--- config.mk ---
export PLATFORM = sky130hd
export DESIGN_NAME = ycbcr422_to_rgb888
export DESIGN_NICKNAME = d
export VERILOG_FILES = /design/src/rtl/ycbcr422_to_rgb888.sv
export SDC_FILE = /design/constraint.sdc
export NUM_CORES = 1
export LEC_CHECK = 0
export ABC_AREA = 1
export ABC_CLOCK_PERIOD_IN_PS = 5700
export CAP_MARGIN = 15
export CORE_MARGIN = 2
export CORE_UTILIZATION = 40
export DETAILED_ROUTE_END_ITERATION = 8
export HOLD_SLACK_MARGIN = 0.02
export PLACE_DENSITY = 0.71
export SLEW_MARGIN = 20
export SYNTH_ARGS = -nofsm -noshare
export SYNTH_HDL_FRONTEND = slang
export SYNTH_SLANG_ARGS = --single-unit
--- constraint.sdc ---
create_clock -name cmos_pclk_i -period 5.7 [get_ports cmos_pclk_i]
set_input_delay 0.855 -clock cmos_pclk_i [delete_from_list [all_inputs] [get_ports cmos_pclk_i]]
set_output_delay 0.855 -clock cmos_pclk_i [all_outputs]
set_load 0.02 [all_outputs]
--- src/rtl/ycbcr422_to_rgb888.sv ---
// YCbCr 4:2:2 word stream to RGB888 converter with BT.601 full-range coefficients.
// Three registered stages: chroma offset, coefficient sums, floor/clamp; sync and enable ride alongside.
module ycbcr422_to_rgb888 #(
  parameter bit          CB_FIRST    = 1'b1,
  parameter logic [7:0]  CHROMA_INIT = 8'd128
) (
  input  logic        cmos_pclk_i,
  input  logic        rst_n_i,
  input  logic        vs_i,
  input  logic        hs_i,
  input  logic        de_i,
  input  logic [15:0] ycbcr_i,
  output logic        vs_o,
  output logic        hs_o,
  output logic        de_o,
  output logic [23:0] rgb_o
);

  // Per-channel chroma coefficients, index 0 = R, 1 = G, 2 = B.
  localparam logic signed [19:0] CB_COEF [3] = '{20'sd0,   -20'sd88,  20'sd454};
  localparam logic signed [19:0] CR_COEF [3] = '{20'sd359, -20'sd183, 20'sd0};

  logic       ph_reg;
  logic [7:0] cb_h_reg;
  logic [7:0] cr_h_reg;

  logic       cur_is_cb;
  logic [7:0] cb_sel;
  logic [7:0] cr_sel;

  logic [7:0]        y_s1_reg;
  logic signed [8:0] cb_s1_reg;
  logic signed [8:0] cr_s1_reg;
  logic signed [8:0] cb_off_next;
  logic signed [8:0] cr_off_next;

  logic signed [19:0] y_term;
  logic signed [19:0] cb_ext;
  logic signed [19:0] cr_ext;
  logic signed [19:0] sum_next [3];
  logic signed [19:0] sum_reg  [3];
  logic [7:0]         pix_next [3];
  logic [7:0]         pix_reg  [3];

  logic [2:0] vs_pipe_reg;
  logic [2:0] hs_pipe_reg;
  logic [2:0] de_pipe_reg;

  // Outside a line both components fall back to the init value; inside,
  // the word's own chroma pairs with the held value of the other type.
  always_comb begin
    cur_is_cb = ph_reg ^ CB_FIRST;
    cb_sel    = CHROMA_INIT;
    cr_sel    = CHROMA_INIT;
    if (hs_i) begin
      if (cur_is_cb) begin
        cb_sel = ycbcr_i[7:0];
        cr_sel = cr_h_reg;
      end else begin
        cb_sel = cb_h_reg;
        cr_sel = ycbcr_i[7:0];
      end
    end
    cb_off_next = {1'b0, cb_sel} - 9'd128;
    cr_off_next = {1'b0, cr_sel} - 9'd128;
  end

  always_ff @(posedge cmos_pclk_i or negedge rst_n_i) begin
    if (!rst_n_i) begin
      ph_reg   <= 1'b0;
      cb_h_reg <= CHROMA_INIT;
      cr_h_reg <= CHROMA_INIT;
    end else if (!hs_i) begin
      ph_reg   <= 1'b0;
      cb_h_reg <= CHROMA_INIT;
      cr_h_reg <= CHROMA_INIT;
    end else if (de_i) begin
      ph_reg <= ~ph_reg;
      if (cur_is_cb) cb_h_reg <= ycbcr_i[7:0];
      else           cr_h_reg <= ycbcr_i[7:0];
    end
  end

  always_ff @(posedge cmos_pclk_i or negedge rst_n_i) begin
    if (!rst_n_i) begin
      y_s1_reg  <= 8'd0;
      cb_s1_reg <= 9'sd0;
      cr_s1_reg <= 9'sd0;
    end else begin
      y_s1_reg  <= ycbcr_i[15:8];
      cb_s1_reg <= cb_off_next;
      cr_s1_reg <= cr_off_next;
    end
  end

  always_comb begin
    y_term = {4'b0000, y_s1_reg, 8'h00};
    cb_ext = {{11{cb_s1_reg[8]}}, cb_s1_reg};
    cr_ext = {{11{cr_s1_reg[8]}}, cr_s1_reg};
  end

  genvar gi;
  generate
    for (gi = 0; gi < 3; gi++) begin : g_chan
      always_comb begin
        sum_next[gi] = y_term + cb_ext * CB_COEF[gi] + cr_ext * CR_COEF[gi];
      end

      // Bits [19:8] are the floored quotient; anything above bit 15 means >255.
      always_comb begin
        pix_next[gi] = sum_reg[gi][15:8];
        if (sum_reg[gi][19])
          pix_next[gi] = 8'h00;
        else if (|sum_reg[gi][18:16])
          pix_next[gi] = 8'hFF;
      end

      always_ff @(posedge cmos_pclk_i or negedge rst_n_i) begin
        if (!rst_n_i) begin
          sum_reg[gi] <= 20'sd0;
          pix_reg[gi] <= 8'h00;
        end else begin
          sum_reg[gi] <= sum_next[gi];
          pix_reg[gi] <= pix_next[gi];
        end
      end
    end
  endgenerate

  always_ff @(posedge cmos_pclk_i or negedge rst_n_i) begin
    if (!rst_n_i) begin
      vs_pipe_reg <= 3'b000;
      hs_pipe_reg <= 3'b000;
      de_pipe_reg <= 3'b000;
    end else begin
      vs_pipe_reg <= {vs_pipe_reg[1:0], vs_i};
      hs_pipe_reg <= {hs_pipe_reg[1:0], hs_i};
      de_pipe_reg <= {de_pipe_reg[1:0], de_i};
    end
  end

  assign vs_o  = vs_pipe_reg[2];
  assign hs_o  = hs_pipe_reg[2];
  assign de_o  = de_pipe_reg[2];
  assign rgb_o = {pix_reg[0], pix_reg[1], pix_reg[2]};

endmodule

==> metrics.md, run 1 <==
| Metric | Value |
|---|---|
| Register bit total from synthesis | approximately 110 |
| WHS Endpoint | vs_pipe_reg[1]$_DFF_PN0_ |
| CTS sink count | 109 |
| Synthesis Warnings | 0 |
| Period utilization | approximately 96% |
| Site row count | 57 |
| Dpl cells | 1505 |
| Worst-path clk slew | 0.08 ns |
| H-tree levels | 3 |
| Nets@finish | 1464 |
| CTS Hold Buffers Added | 0 |
| Cell taking the most area after synthesis | dfrtp_1 |
| Die width | around 160 microns |
| Setup TNS | 0 ns |
| 1st-iter DRT viols | 476 |
| Max incr delay on CP | roughly 0.54 ns |
| WL/cell | 13.5 microns |
| Gate Count Post-Synth | 1127 |
| CP max-delay cell | fa_1 |
| Worst skew pair latency | ~0.37 ns |
| R2r worst-path depth | 20 |
| Cts bufs inserted | 9 |
| Setup Skew | 0.0175 ns |
| Area grow syn2layout | 15.4% |
| DRC errors left | 0 |
| Count leader, synth | inv_1 |
| Ant diodes | 0 |
| Sequential share of the synthesized area | 27.2% |
| GRT Util Overall | between 10% and 20% |
| Post-synth top cells | inv_1 (252), ha_1 (172), nand2_1 (154), dfrtp_1 (107), a21oi_1 (81) |
| Post-synth top area share | about a quarter |
| Port-buffer cells | 47 |
| Die area | ~0.026 sq mm |
| Initial antenna violation count | 0 |
| Worst-path maximum fanout | 4 |
| Non-filler cells, final | 1526 |
| Largest register FFs | 35 |
| Netlist cell types | slightly above 40 |
| DPL Wire Length | 16.7 mm |
| Top post-synthesis cells by area | dfrtp_1 (27%), ha_1 (21%), fa_1 (15%), inv_1 (9.4%), nand2_1 (5.8%) |
| Top Ports | 48 |
| Via count | 7291 |
| Drt first pass iters | 5 |
| Reg-to-reg endpoint | sum_reg[33]$_DFF_PN0_ |
| Final Hold Viols | 0 |
| CTS tree | done |
| Die H | 162 microns |
| Fmax | approximately 180 MHz |
| Worst path arrival time | 5.73 ns |
| Setup ws final | between 0.2 and 0.25 ns |
| Synth Net Count | 1394 |
| Core area | approximately 0.024 sq mm |
| CP startpoint kind | flop |
| Max cap viols | 0 |
| Hold path depth | 0 |
| Run status | finished, final reports clean |
| Gpl congestion | approximately 0.92 |
| Post-place setup slack | -0.116 ns |
| Final ANT Viol Nets | 0 |
| Max-slew violation count | 0 |
| CTS max path bufs | 2 |
| Post-synth ARST share | 100% |
| Vias in the first global route | 7387 |
| Avg Inst Size Synth | around 9 sq um |
| Layout cells sized above 1 | 8.99% |
| Setup crit end kind | flop |
| Hold/Removal Path Class | flop to flop |
| Largest net degree at the start of global routing | 59 |
| CP Class | flop to flop |
| CTS root buf | clkbuf_16 |
| # setup viols final | 0 |
| FF-to-FF setup slack | 0.22 ns |
| Fin area | between 0.01 and 0.015 sq mm |
| DRT Wirelength | 20.6 mm |
| Tmin final | 5.48 ns |
| Grt ovf | 0 |
| HP Start | vs_pipe_reg[0]$_DFF_PN0_ |
| Reg2reg start | cb_s1_reg[1]$_DFF_PN0_ |
| Avg Vias per Cell | 4.78 |
| Main synth FF type | dfrtp_1 |
| Slew @ Worst Pin | roughly 0.81 ns |
| Data required, critical path | 5.94 ns |
| Cell area after placement | 0.0110 sq mm |
| First-pass GRT wire length | 34.7 mm |
| CP cell instances | inv_2 > ha_4 > fa_1 > fa_1 > inv_1 > fa_2 > buf_4 > buf_4 > xnor2_1 > ha_1 > ha_1 > fa_1 > fa_1 > ha_1 > a21oi_1 > o21ai_0 > a21o_1 > nand2_1 > nand2_1 > xor2_1 |
| Cell repeated most along the worst path | fa_1 |
| Cell Area, Synth | 0.0100 sq mm |
| Relative slew slack | around 45% |
| Starting density of the core | 41.0% |
| Post-synth EDFFs | 0 |
-- timing repair --
| item | in CTS | in global routing |
|---|---|---|
| setup buffers | 0 | 5 |
| pin swaps | 3 | 27 |
| endpoints found under the setup margin | 4 | 7 |
| resized for setup | 8 | 42 |
-- how the worst max path moves through the flow --
stage / start / endpoint / slack, ns
after global placement: cb_s1_reg[1]$_DFF_PN0_ / sum_reg[38]$_DFF_PN0_ / -0.04
after detailed placement: cb_s1_reg[1]$_DFF_PN0_ / sum_reg[38]$_DFF_PN0_ / -0.12
after global routing: cb_s1_reg[3]$_DFF_PN0_ / sum_reg[36]$_DFF_PN0_ / -0.06
after CTS: cb_s1_reg[1]$_DFF_PN0_ / sum_reg[37]$_DFF_PN0_ / 0.008
final: cb_s1_reg[1]$_DFF_PN0_ / sum_reg[33]$_DFF_PN0_ / 0.22
after floorplan: cb_s1_reg[1]$_DFF_PN0_ / sum_reg[38]$_DFF_PN0_ / 0.02
-- critical path, delay by kind of cell (launching register included) --
family,cells,cell delay [ns]
buffers and inverters,4,0.41
and+or+nand+nor,2,0.12
DFF,1,0.40
adders and majority gates,9,3.48
AOI/OAI and AO/OA,3,0.58
xor gates and xnor gates,2,0.37
-- area by class of cell --
type / count / area [sq um]
clock buffer: 9 / 225
timing repair buffer: 70 / 641
inverter: 260 / 976
tap: 324 / 405
multi-input combinational: 747 / 6510
sequential: 109 / 2730
clock inverter: 7 / 86.3
fill: 2276 / 12900
-- routing by layer --
layer | global-route usage, % | up-vias | wire (microns)
met3 | 2.39 | 26 | 644
met5 | 0 | - | 0
met2 | 28.1 | 113 | 9910
met4 | 4.26 | 0 | 350
li1 | - | 3685 | -
met1 | 21.7 | 3467 | 9680
-- metrics by stage --
| stage | utilization, % | hold WS (ns) |
|---|---|---|
| 4_1_cts | 46.3 | 0.355 |
| 6_report | 47.3 | 0.352 |
| 3_5_place_dp | 44.9 | 0.335 |
| 3_3_place_gp | 44.9 | 0.332 |
| 5_1_grt | 47.3 | 0.363 |
| 2_1_floorplan | - | 0.331 |
-- placed cells by master (no fill, tap or decap), types with 26 or more instances in the layout --
| cell | n |
|---|---|
| fa_1 | 72 |
| nand2_1 | 149 |
| dfrtp_1 | 107 |
| a21oi_1 | 73 |
| nand3_1 | 33 |
| ha_1 | 162 |
| nor2_1 | 36 |
| o21ai_0 | 61 |
| inv_1 | 250 |
| xor2_1 | 38 |
| clkdlybuf4s50_1 | 46 |
| xnor2_1 | 26 |
-- logic make-up (layout without fill, tap and decap cells) --
kind of cell    count (synthesis)  in the layout  share of synthesized area (%)
buf+inv                       271            346                           10.2
simple gates                  264            264                           11.5
fa+ha+maj                     246            246                           36.2
compound gates                172            172                           9.20
flops                         109            109                           27.2
xor+xnor                       64             64                           5.59
mux                             1              1                         0.0998
Power of run 1 is not shown: default switching activity piles up to over one toggle a cycle in this logic, so the estimate is an artifact.
==> inputs of run 2 (changes only) <==
--- a/config.mk
+++ b/config.mk
@@ -8,7 +8,6 @@
 export ABC_AREA = 1
 export ABC_CLOCK_PERIOD_IN_PS = 5700
 export CAP_MARGIN = 15
-export CORE_MARGIN = 2
 export CORE_UTILIZATION = 40
 export DETAILED_ROUTE_END_ITERATION = 8
 export HOLD_SLACK_MARGIN = 0.02
==> run 2 against run 1 <==
Compared with the run above:
- routed wire length decreased by 0.77%
- sequential cell count is the same
- register-to-register slack got worse by 0.02 ns
- via count about the same
- first-iteration DRC count is 14% lower
- cell area decreased by 0.67%
- clock skew down 0.0028 ns
- clock-buffer cell count did not move
- setup slack worse by 0.023 ns
- global-route usage up 0.53 points
- critical path depth is 2 higher
- final cell count is 0.26% lower
- critical path type unchanged
==> metrics.md, run 2 (synthesis results as in run 1) <==
| Metric | Value |
|---|---|
| Run status | finished, final reports clean (unchanged) |
| Initial antenna violation count | 0 (unchanged) |
| Layout cells sized above 1 | 8.51% (was 8.99%) |
| CP bufs+invs | 6 (was 4) |
| Die H | 160 microns (was 162 microns) |
| Setup crit end kind | flop (unchanged) |
| Final ANT Viol Nets | 0 (unchanged) |
| Max-slew violation count | 0 (unchanged) |
| CP cell instances | inv_2 > ha_4 > fa_1 > fa_1 > inv_2 > fa_2 > o21ai_2 > buf_4 > xnor2_1 > inv_1 > ha_1 > ha_1 > inv_1 > fa_1 > fa_1 > inv_1 > ha_1 > a21oi_1 > o21ai_1 > a21oi_1 > nand2_1 > xor2_1 (was inv_2 > ha_4 > fa_1 > fa_1 > inv_1 > fa_2 > buf_4 > buf_4 > xnor2_1 > ha_1 > ha_1 > fa_1 > fa_1 > ha_1 > a21oi_1 > o21ai_0 > a21o_1 > nand2_1 > nand2_1 > xor2_1) |
| Largest delay share family, worst path | adder cells (unchanged) |
| CTS tree | done (unchanged) |
| 1st-iter DRT viols | 411 (was 476) |
| DRC errors left | 0 (unchanged) |
| Ant diodes | 0 (unchanged) |
| CTS sink count | 109 (unchanged) |
| Largest register FFs | 35 (unchanged) |
| GRT Util Overall | 16.9% (was 16.4%) |
| Worst path arrival time | 5.76 ns (was 5.73 ns) |
| Fillers | 2283 (was 2276) |
| Via count | 7288 (was 7291) |
| CP Launch Point | cb_s1_reg[1]$_DFF_PN0_ (unchanged) |
| Die width | 160 microns (was 162 microns) |
| Data required, critical path | 5.95 ns (was 5.94 ns) |
| Top Ports | 48 (unchanged) |
| Relative slew slack | 47.2% (was 45.5%) |
| Reg2reg start | cb_s1_reg[1]$_DFF_PN0_ (unchanged) |
| Core area | 0.0245 sq mm (unchanged) |
| Area grow syn2layout | 14.6% (was 15.4%) |
| Worst-path maximum fanout | 2 (was 4) |
| Setup ws final | 0.194 ns (was 0.217 ns) |
| CTS Hold Buffers Added | 0 (unchanged) |
| Site row count | 57 (unchanged) |
| Largest net degree at the start of global routing | 62 (was 59) |
| Setup bufs post-CTS | 0 (unchanged) |
| Period utilization | 96.6% (was 96.2%) |
| CTS max path bufs | 2 (unchanged) |
| First-pass GRT wire length | 35.0 mm (was 34.7 mm) |
| Port-buffer cells | 47 (unchanged) |
| Cts bufs inserted | 9 (unchanged) |
| Slew @ Worst Pin | 0.786 ns (was 0.812 ns) |
| WL/cell | 13.4 microns (was 13.5 microns) |
| Post-Route Utilization | 47.0% (was 47.3%) |
| H-tree levels | 3 (unchanged) |
| Commonest non-fill, non-tap cell in the layout | inv_1 (unchanged) |
| Avg Vias per Cell | 4.79 (was 4.78) |
| Max cap viols | 0 (unchanged) |
| DRT Wirelength | 20.4 mm (was 20.6 mm) |
| Nets@finish | 1460 (was 1464) |
| DPL Wire Length | 16.9 mm (was 16.7 mm) |
| Max incr delay on CP | 0.56 ns (was 0.54 ns) |
| Worst-path clk slew | 0.08 ns (about the same) |
| CP max-delay cell | fa_1 (unchanged) |
| Cell repeated most along the worst path | fa_1 (unchanged) |
| # setup viols final | 0 (unchanged) |
| CTS root buf | clkbuf_16 (unchanged) |
| Grt ovf | 0 (unchanged) |
| Hold/Removal Path Class | flop to flop (unchanged) |
| Starting density of the core | 41.0% (unchanged) |
| Vias in the first global route | 7491 (was 7387) |
| Fmax | 182 MHz (about the same) |
| Setup Skew | 0.0147 ns (was 0.0175 ns) |
| Worst skew pair latency | 0.37 ns (about the same) |
| Final Hold Viols | 0 (unchanged) |
| CP Class | flop to flop (unchanged) |
| Most frequent cells in the layout | inv_1 (247), ha_1 (162), nand2_1 (149), dfrtp_1 (107), a21oi_1 (75) (was inv_1 (250), ha_1 (162), nand2_1 (149), dfrtp_1 (107), a21oi_1 (73)) |
| Post-place setup slack | -0.130 ns (was -0.116 ns) |
| Drt first pass iters | 4 (was 5) |
| Gpl congestion | 0.910 (was 0.916) |
| Die area | 0.0257 sq mm (was 0.0264 sq mm) |
| HP Start | de_pipe_reg[1]$_DFF_PN0_ (was vs_pipe_reg[0]$_DFF_PN0_) |
| CP startpoint kind | flop (unchanged) |
| Tmin final | 5.51 ns (was 5.48 ns) |
[run 2: cell types whose count changed in the layout (fill, tap and decap cells not counted), sizes merged]
cell / previous run / this run
buf: 24 / 20
clkinv: 4 / 3
clkinvlp: 0 / 2
inv: 263 / 262
[run 2: area by class of cell]
type                    count  area, sq um  area share (%)
clock buffers               9          225            1.96
well taps                 324          405            3.53
repair buffers             66          611            5.31
clock inverters             7         78.8           0.686
multi-input cells         747         6470            56.3
flip-flops and latches    109         2730            23.7
inverters                 260          976            8.49
[run 2: path summary, 6_finish.rpt]
kind,slack [ns],endpoint,depth (start not counted)
worst max-delay path,0.19,sum_reg[36]$_DFF_PN0_,22
worst max register to register,0.19,sum_reg[36]$_DFF_PN0_,22
worst min register to register,0.35,de_pipe_reg[2]$_DFF_PN0_,0
min in group asynchronous,0.49,rgb_o[4]$_DFF_PN0_,1
max in group asynchronous,3.99,cb_s1_reg[7]$_DFF_PN0_,2
worst min-delay path,0.35,de_pipe_reg[2]$_DFF_PN0_,0
[run 2: timing repair]
action	4_1_cts	5_1_grt
endpoints found under the hold margin	0	0
resized for setup	5	38
pin swaps	2	23
endpoints found under the setup margin	4	7
[run 2: layer usage]
metal  routed length (microns)  global-route usage [%]  share of wire [%]  up-vias
met1                      9310                    21.3                 46     3472
met5                         0                       0                  0        -
met4                       505                    6.32                2.5        0
li1                          -                       -                  -     3676
met2                     10100                    29.2                 49      101
met3                       566                    2.53                2.8       39
[run 2: per-stage QoR]
stage | std cells | setup TNS [ns] | cell area (sq um) | hold slack (ns)
2_1_floorplan | 1127 | 0 | 10000 | 0.331
3_3_place_gp | 1506 | -0.0399 | 11000 | 0.331
3_5_place_dp | 1506 | -0.184 | 11000 | 0.335
4_1_cts | 1522 | 0 | 11300 | 0.355
5_1_grt | 1522 | -0.0586 | 11500 | 0.360
6_report | 1522 | 0 | 11500 | 0.352
[run 2: worst register-to-register path, stage by stage, from the launching register on]
cell and delay [ns]:
dfrtp_1 0.39, inv_2 0.08, ha_4 0.21, fa_1 0.50, fa_1 0.56, inv_2 0.05, fa_2 0.35, o21ai_2 0.13
buf_4 0.13, xnor2_1 0.12, inv_1 0.07, ha_1 0.27, ha_1 0.30, inv_1 0.07, fa_1 0.44, fa_1 0.55
inv_1 0.04, ha_1 0.30, a21oi_1 0.27, o21ai_1 0.16, a21oi_1 0.16, nand2_1 0.09, xor2_1 0.16
Power of run 2 is left out for the same reason.
==> inputs of run 3 (changes only) <==
--- a/config.mk
+++ b/config.mk
@@ -6,12 +6,12 @@
 export NUM_CORES = 1
 export LEC_CHECK = 0
 export ABC_AREA = 1
-export ABC_CLOCK_PERIOD_IN_PS = 5700
-export CAP_MARGIN = 15
+export ABC_CLOCK_PERIOD_IN_PS = 7150
+export CAP_MARGIN = 20
 export CORE_UTILIZATION = 40
 export DETAILED_ROUTE_END_ITERATION = 8
 export HOLD_SLACK_MARGIN = 0.02
-export PLACE_DENSITY = 0.71
+export PLACE_DENSITY = 0.69
 export SLEW_MARGIN = 20
 export SYNTH_ARGS = -nofsm -noshare
 export SYNTH_HDL_FRONTEND = slang
==> constraint.sdc (replaced) <==
create_clock -name cmos_pclk_i -period 7.15 [get_ports cmos_pclk_i]
set_input_delay 1.0725 -clock cmos_pclk_i [delete_from_list [all_inputs] [get_ports cmos_pclk_i]]
set_output_delay 1.0725 -clock cmos_pclk_i [all_outputs]
set_load 0.02 [all_outputs]
==> run 3 against run 2 <==
Compared with the run above:
- setup slack improved by 0.89 ns
- hold slack about the same
- critical path depth increased by 4
- global-route usage decreased by 0.45 points
- die area unchanged
- non-clock buffer count decreased by 18
- register-to-register slack improved by 0.89 ns
- clock-buffer cell count unchanged
- routed wire length decreased by 4.0%
- final cell count decreased by 1.2%
- core utilization decreased by 1.3 points
- critical path type unchanged
==> metrics.md, run 3 (synthesis results as in run 1) <==
| Metric | Value |
|---|---|
| Run status | finished, final reports clean (unchanged) |
| Cell repeated most along the worst path | inv_1 (was fa_1) |
| Period utilization | 84.8% (was 96.6%) |
| Commonest non-fill, non-tap cell in the layout | inv_1 (unchanged) |
| Ant diodes | 0 (unchanged) |
| Site row count | 57 (unchanged) |
| Power density over the cells | approximately 460 mW/mm^2 |
| CTS max path bufs | 2 (unchanged) |
| Post-CTS Resized | 0 (was 5) |
| Worst skew pair latency | 0.37 ns (about the same) |
| Initial antenna violation count | 0 (unchanged) |
| Max cap viols | 0 (unchanged) |
| Layout cells sized above 1 | 4.24% (was 8.51%) |
| 1st-iter DRT viols | 503 (was 411) |
| DPL Wire Length | 16.6 mm (was 16.9 mm) |
| Final Hold Viols | 0 (unchanged) |
| Worst path arrival time | 6.31 ns (was 5.76 ns) |
| CTS Hold Buffers Added | 0 (unchanged) |
| DRT Wirelength | 19.6 mm (was 20.4 mm) |
| Area grow syn2layout | 11.4% (was 14.6%) |
| Fillers | 2276 (was 2283) |
| CP max-delay cell | fa_1 (unchanged) |
| Dpl cells | 1488 (was 1506) |
| CTS tree | done (unchanged) |
| Setup bufs post-CTS | 0 (unchanged) |
| CP startpoint kind | flop (unchanged) |
| Cts bufs inserted | 9 (unchanged) |
| Final hold slack | 0.352 ns (about the same) |
| Avg Vias per Cell | 4.74 (was 4.79) |
| Setup TNS | 0 ns (unchanged) |
| CP Class | flop to flop (unchanged) |
| Largest net degree at the start of global routing | 65 (was 62) |
| Slew @ Worst Pin | 0.998 ns (was 0.786 ns) |
| CTS root buf | clkbuf_16 (unchanged) |
| Die width | 160 microns (unchanged) |
| Fmax | 165 MHz (was 182 MHz) |
| Die H | 160 microns (unchanged) |
| Hold/Removal Path Class | flop to flop (unchanged) |
| Via count | 7127 (was 7288) |
| Worst-path clk slew | 0.08 ns (about the same) |
| Vias in the first global route | 7353 (was 7491) |
| Port-buffer cells | 47 (unchanged) |
| Overall power | 5.19 mW |
| RSZ-0062 raised after global routing | no |
| Setup Skew | 0.0171 ns (was 0.0147 ns) |
| Starting density of the core | 41.0% (unchanged) |
| Top Ports | 48 (unchanged) |
| Post-Route Utilization | 45.7% (was 47.0%) |
| Max-slew violation count | 0 (unchanged) |
| Gpl congestion | 0.922 (was 0.910) |
| DRC errors left | 0 (unchanged) |
| # setup viols final | 0 (unchanged) |
| H-tree levels | 3 (unchanged) |
| GRT Util Overall | 16.4% (was 16.9%) |
| Data required, critical path | 7.40 ns (was 5.95 ns) |
| Non-filler cells, final | 1504 (was 1522) |
| Most frequent cells in the layout | inv_1 (252), ha_1 (172), nand2_1 (154), dfrtp_1 (107), a21oi_1 (81) (was inv_1 (247), ha_1 (162), nand2_1 (149), dfrtp_1 (107), a21oi_1 (75)) |
| Max incr delay on CP | 0.57 ns (was 0.56 ns) |
| First-pass GRT wire length | 34.1 mm (was 35.0 mm) |
| Largest register FFs | 35 (unchanged) |
| Leak pwr | 5.96 nW |
| WL/cell | 13.0 microns (was 13.4 microns) |
| Die area | 0.0257 sq mm (unchanged) |
| Final ANT Viol Nets | 0 (unchanged) |
| Core area | 0.0245 sq mm (unchanged) |
| CTS sink count | 109 (unchanged) |
| Nets@finish | 1442 (was 1460) |
| Grt ovf | 0 (unchanged) |
| Worst vdd ir | 0.407 mV |
| Tmin final | 6.06 ns (was 5.51 ns) |
| Setup crit end kind | flop (unchanged) |
| Relative slew slack | 33.5% (was 47.2%) |
| Drt first pass iters | 5 (was 4) |
| Worst-path maximum fanout | 4 (was 2) |
run 3: path summary, 6_finish.rpt:
kind / slack, ns / depth (start not counted) / startpoint / endpoint
setup / recovery: 1.09 / 26 / cb_s1_reg[1]$_DFF_PN0_ / sum_reg[38]$_DFF_PN0_
hold / removal: 0.35 / 0 / vs_pipe_reg[1]$_DFF_PN0_ / vs_pipe_reg[2]$_DFF_PN0_
setup reg to reg: 1.09 / 26 / cb_s1_reg[1]$_DFF_PN0_ / sum_reg[38]$_DFF_PN0_
hold reg to reg: 0.35 / 0 / vs_pipe_reg[1]$_DFF_PN0_ / vs_pipe_reg[2]$_DFF_PN0_
max in group asynchronous: 5.24 / 2 / rst_n_i / cb_h_reg[2]$_DFFE_PN0P_
min in group asynchronous: 0.70 / 1 / rst_n_i / rgb_o[4]$_DFF_PN0_
run 3: per-stage QoR:
step / worst slack [ns] / instance area (sq um)
after floorplan: 1.47 / 10000
after global placement: 1.22 / 10900
after detailed placement: 1.08 / 10900
after CTS: 1.07 / 11200
after global routing: 0.646 / 11200
final: 1.09 / 11200
run 3: layer usage:
metal / wire (microns) / vias to the layer above / track usage (%)
met1: 9040 / 3344 / 20.7
met3: 681 / 26 / 2.20
met4: 488 / 0 / 6.36
met2: 9400 / 114 / 28.6
li1: - / 3643 / -
met5: 0 / - / 0
run 3: where the power goes:
part           internal [mW]  switching (mW)
combinational           1.51            2.26
clock                  0.250           0.248
sequential             0.845          0.0749
total                   2.61            2.59
run 3: worst max-delay path: cells and delay by family (launching register included):
kind                       cells  cell delay, ns
adders and majority gates      9            3.74
AOI/OAI and AO/OA              6            1.01
DFF                            1            0.40
buffers and inverters          6            0.37
and+or+nand+nor                4            0.26
xor gates and xnor gates       1            0.16
run 3: final cells by class:
cell class                      count  area (sq um)  area share (%)
Multi-Input combinational cell    747          6280            56.2
Sequential cell                   109          2730            24.4
Inverter                          260           976            8.73
Timing Repair Buffer               48           475            4.25
Tap cell                          324           405            3.63
Clock buffer                        9           225            2.02
Clock inverter                      7          86.3           0.773
Note: power is estimated with default switching activity, not from simulation.
